### src/rtl/ram_loader.sv
// Synchronous RAM with a streaming loader that fills addresses 0..DEPTH-1 in order,
// plus a ROM-compatible registered read port. Define RAM_LOADER_FWD_EN for write-first collisions.
module ram_loader #(
  parameter int WIDTH  = 32,
  parameter int AWIDTH = 5
) (
  input  logic              clock,
  input  logic              reset,
  input  logic              start,
  input  logic              in_valid,
  input  logic [WIDTH-1:0]  in_data,
  output logic              in_ready,
  output logic              done,
  output logic [AWIDTH:0]   count,
  input  logic [AWIDTH-1:0] addr,
  output logic [WIDTH-1:0]  y
);
  localparam int DEPTH = 2 ** AWIDTH;

  typedef enum logic [1:0] {S_IDLE, S_LOAD, S_DONE} state_t;

  state_t            state_q, state_d;
  logic [AWIDTH-1:0] wr_ptr_q, wr_ptr_d;
  logic [AWIDTH:0]   count_q, count_d;
  logic [WIDTH-1:0]  y_q;
  logic [WIDTH-1:0]  mem [DEPTH];
  logic              hs;

  assign in_ready = (state_q == S_LOAD);
  assign done     = (state_q == S_DONE);
  assign count    = count_q;
  assign y        = y_q;
  assign hs       = in_valid & in_ready;

  always_comb begin
    state_d  = state_q;
    wr_ptr_d = wr_ptr_q;
    count_d  = count_q;
    case (state_q)
      S_IDLE, S_DONE: begin
        if (start) begin
          state_d  = S_LOAD;
          wr_ptr_d = '0;
          count_d  = '0;
        end
      end
      S_LOAD: begin
        if (in_valid) begin
          wr_ptr_d = wr_ptr_q + 1'b1;
          count_d  = count_q + 1'b1;
          if (wr_ptr_q == {AWIDTH{1'b1}}) begin
            state_d = S_DONE;
          end
        end
      end
      default: state_d = S_IDLE;
    endcase
  end

  always_ff @(posedge clock) begin
    if (reset) begin
      state_q  <= S_IDLE;
      wr_ptr_q <= '0;
      count_q  <= '0;
    end else begin
      state_q  <= state_d;
      wr_ptr_q <= wr_ptr_d;
      count_q  <= count_d;
    end
  end

  // Memory contents survive reset; only the handshake gated by reset writes.
  always_ff @(posedge clock) begin
    if (!reset && hs) begin
      mem[wr_ptr_q] <= in_data;
    end
  end

  always_ff @(posedge clock) begin
    if (reset) begin
      y_q <= '0;
    end else begin
`ifdef RAM_LOADER_FWD_EN
      if (hs && (addr == wr_ptr_q)) begin
        y_q <= in_data;
      end else begin
        y_q <= mem[addr];
      end
`else
      y_q <= mem[addr];
`endif
    end
  end
endmodule

### config.mk
export PLATFORM = sky130hd
export DESIGN_NAME = ram_loader
export DESIGN_NICKNAME = d
export VERILOG_FILES = /design/src/rtl/ram_loader.sv
export SDC_FILE = /design/constraint.sdc
export NUM_CORES = 1
export LEC_CHECK = 0
export CAP_MARGIN = 40
export CORE_UTILIZATION = 40
export DETAILED_ROUTE_END_ITERATION = 16
export GPL_TIMING_DRIVEN = 0
export HOLD_SLACK_MARGIN = 0.12
export SETUP_SLACK_MARGIN = 0.4
export SKIP_CTS_REPAIR_TIMING = 1
export SLEW_MARGIN = 30
export SYNTH_ARGS = -nofsm -noshare
export SYNTH_HDL_FRONTEND = slang
export SYNTH_SLANG_ARGS = --single-unit
### constraint.sdc
create_clock -name clock -period 8.2 [get_ports clock]
set_input_delay 0.82 -clock clock [delete_from_list [all_inputs] [get_ports clock]]
set_output_delay 0.82 -clock clock [all_outputs]
set_load 0.03 [all_outputs]
==> flow_summary_export.csv <==
group,metric,value,unit
sta,rsz0062_at_grt,"no",
drt,num_vias,19590,
hold_path,hold_end,"count[1]$_SDFFE_PP0P_",
sta,max_freq,288.6,MHz
drt,ant_nets,0,
floorplan,die_area,102500,µm²
hold_path,hold_depth,2,
setup_path,path_buf_inv,4,
yosys,synth_area_leaders,"edfxtp_1 (76%), mux4_2 (12%), mux2i_1 (3.2%), dfxtp_1 (2.2%), a221o_1 (0.79%)",
setup_path,cp_common_cell,"clkbuf_1",
sta,maxSlewHeadroom,0.4370,
yosys,syn-instance-count,1809,
grt,grt_overflow,0,
sta,hold_slack,0.5128,ns
yosys,synth_top_flop_cell,"edfxtp_1",
placement,place_congestion,0.7742,
sta,finalMaxSlewViolations,0,
floorplan,num_rows,116,
drt,firstDrtPassIters,5,
pwr,vdd_ir_drop_max,0.1538,mV
setup_path,startpoint_type,"input port",
clock_network,clk_pin_slew,0.06,ns
clock_network,cts-root-buf,"clkbuf_16",
floorplan,die_w,320.2,µm
yosys,synthesis.area,40490,µm²
setup_path,critPathMaxFanout,10,
clock_network,clkLatencyLatePin,0.67,ns
setup_path,worst_r2r_path_depth,5,
grt,antenna_found_initial,4,
grt,grt_pass1_wl,144.6,mm
grt,grt_pass1_vias,20460,
drt,drt_iter0_markers,2045,
pwr,p_leak,0.01541,µW
final_layout,synthToLayoutAreaGrowth,19.30,%
placement,hpwl,68.24,mm
sta,hold_viol,0,
setup_path,cp_cell_sequence,"clkdlybuf4s50_1 > clkbuf_1 > nor2_1 > clkbuf_1 > buf_6 > a221o_1 > a31oi_1",
sta,min_period,3.465,ns
setup_path,crit_type,"input port to flip-flop",
floorplan,start_util,0.4043,
clock_network,numCtsBuffers,108,
grt,grt_usage,0.1975,
yosys,netlist.area_leader.share,0.7595,
yosys,ys_types,38,
yosys,ys_seq_area_frac,0.7817,
pwr,p_per_area,232.9,nW/µm²
final_layout,final_cell_mix,"edfxtp_1 (1,024), mux4_2 (221), mux2i_1 (128)",
setup_path,critPathCaptureType,"flip-flop",
final_layout,final_common_cell,"edfxtp_1",
final_layout,design_area,48300,µm²
sta,setup_viol,0,
floorplan,core_area,100100,µm²
setup_path,crit_arrival,3.97,ns
yosys,synth-seq-cells,1069,
run_status,status,"finished, final reports clean",
setup_path,r2r-end,"mem[15][19]$_DFFE_PP_",
sta,worst_slew_pin_slew,0.8445,ns
setup_path,r2r-start,"wr_ptr_q[2]$_SDFFE_PP0P_",
sta,period_share,0.4225,
clock_network,clk_path_buf_depth,3,
flow_run,drv_cap,0,
placement,io_buffers,75,
drt,avgRoutedWirePerCell,28.88,µm
hold_path,min_from,"count[1]$_SDFFE_PP0P_",
drt,wl,100.2,mm
setup_path,cp.required,8.71,ns
floorplan,die_h,320.2,µm
hold_path,hold_path_class,"flip-flop to flip-flop",
yosys,avgSynthCellArea,22.38,µm²
final_layout,final_cells,3470,
clock_network,cts_htree_levels,3,
placement,dpl_cell_area,44890,µm²
floorplan,boundaryPins,81,
yosys,synth.net_count,1856,
final_layout,drive_gt1_frac,0.2651,
yosys,synthArstFlopShare,0,
setup_path,cp_top_family,"buffers and inverters",
yosys,synth.largest_area_cell,"edfxtp_1",
yosys,synth_edf_count,1024,
final_layout,final_nets,2130,
drt,remaining_drc_errors,0,
setup_path,crit_slowest_cell,"clkdlybuf4s50_1",
clock_network,clkSinkCount,1069,
sta,skew,0.02463,ns
final_layout,fillers,8073,
grt,grt_max_degree,33,
setup_path,r2r_slack,5.51,ns
setup_path,slowest_delay,0.67,ns
clock_network,cts_tree,"done",
drt,vias_per_cell,5.645,
sta,fin_tns_setup,0,ns
yosys,ys_warn_count,0,
placement,placedCellCount,3263,
final cells by class:
cell class | count | area, µm² | share of cell area
flip-flops and latches | 1069 | 31650 | 0.6553
multi-input cells | 633 | 8397 | 0.1738
clock buffers | 132 | 2793 | 0.05782
repair buffers | 164 | 2610 | 0.05404
well taps | 1298 | 1624 | 0.03362
plain buffers | 103 | 666.9 | 0.01381
clock inverters | 64 | 538.0 | 0.01114
inverters | 4 | 15.01 | 0.0003108
diodes | 3 | 7.507 | 0.0001554
worst max-delay path by stage:
stage             start              endpoint  slack, ns  cells after the start
2_1_floorplan  in_valid  mem[14][0]$_DFFE_PP_       5.00                      4
4_1_cts         addr[3]      y[30]$_SDFF_PP0_       4.72                      6
6_report        addr[3]      y[30]$_SDFF_PP0_       4.74                      7
3_5_place_dp    addr[3]      y[30]$_SDFF_PP0_       4.06                      6
3_3_place_gp   in_valid  mem[3][14]$_DFFE_PP_       2.21                      5
5_1_grt         addr[3]      y[30]$_SDFF_PP0_       4.71                      7
routing by layer:
| metal | up-vias | share of wire | global-route usage | wire length [µm] |
|---|---|---|---|---|
| li1 | 8258 | - | - | - |
| met1 | 10510 | 0.42 | 0.2699 | 41610 |
| met2 | 689 | 0.49 | 0.3268 | 49560 |
| met3 | 128 | 0.071 | 0.03568 | 7140 |
| met4 | 2 | 0.019 | 0.05231 | 1897 |
| met5 | - | 0.000090 | 0 | 9 |
cell families (layout without fill, tap and decap cells):
logic type,Yosys count,after routing,share of synthesized area
other,0,3,0
buffers and inverters,107,467,0.01684
muxes,352,352,0.1565
DFF,1069,1069,0.7817
adders and majority gates,6,6,0.001854
and+or+nand+nor,106,106,0.01150
AOI/OAI and AO/OA,163,163,0.03028
xor gates and xnor gates,6,6,0.001298
registers in the layout, indices dropped and copies added, names as in the netlist:
name	count
state_q	2
mem	1024
y	32
count	6
wr_ptr_q	5
tightest hold or removal path, stage by stage, from the launching register on:
cell and delay [ns]:
dfxtp_1 0.34, nand2_1 0.07, a21oi_1 0.05
Yosys cell counts (all sizes together), types with 2 or more instances:
| cell | number |
|---|---|
| clkbuf | 36 |
| a221o | 32 |
| mux4 | 224 |
| nand3 | 6 |
| nand2b | 2 |
| buf | 67 |
| mux2i | 128 |
| a22oi | 32 |
| a21oi | 8 |
| xnor2 | 3 |
| edfxtp | 1024 |
| o2111ai | 11 |
| xor2 | 3 |
| ha | 6 |
| nor2 | 51 |
| nand3b | 4 |
| o21ai | 24 |
| nor2b | 6 |
| inv | 4 |
| a31oi | 32 |
| a221oi | 22 |
| nand2 | 31 |
| or3b | 2 |
| dfxtp | 45 |
report_power, final:
group | total [µW] | switching [µW] | internal (µW)
clock | 4670 | 2030 | 2640
combinational | 576 | 358 | 218
sequential | 6000 | 5.77 | 6000
total | 11300 | 2400 | 8850
per-stage QoR:
step	util	setup slack (ns)	total power, µW
6_report	0.4823	4.735	11250
5_1_grt	0.4822	4.707	11550
4_1_cts	0.4815	4.722	11320
3_5_place_dp	0.4482	4.060	6698
3_3_place_gp	0.4280	2.212	6679
2_1_floorplan	-	4.997	6426
Note: power is estimated with default switching activity, not from simulation.
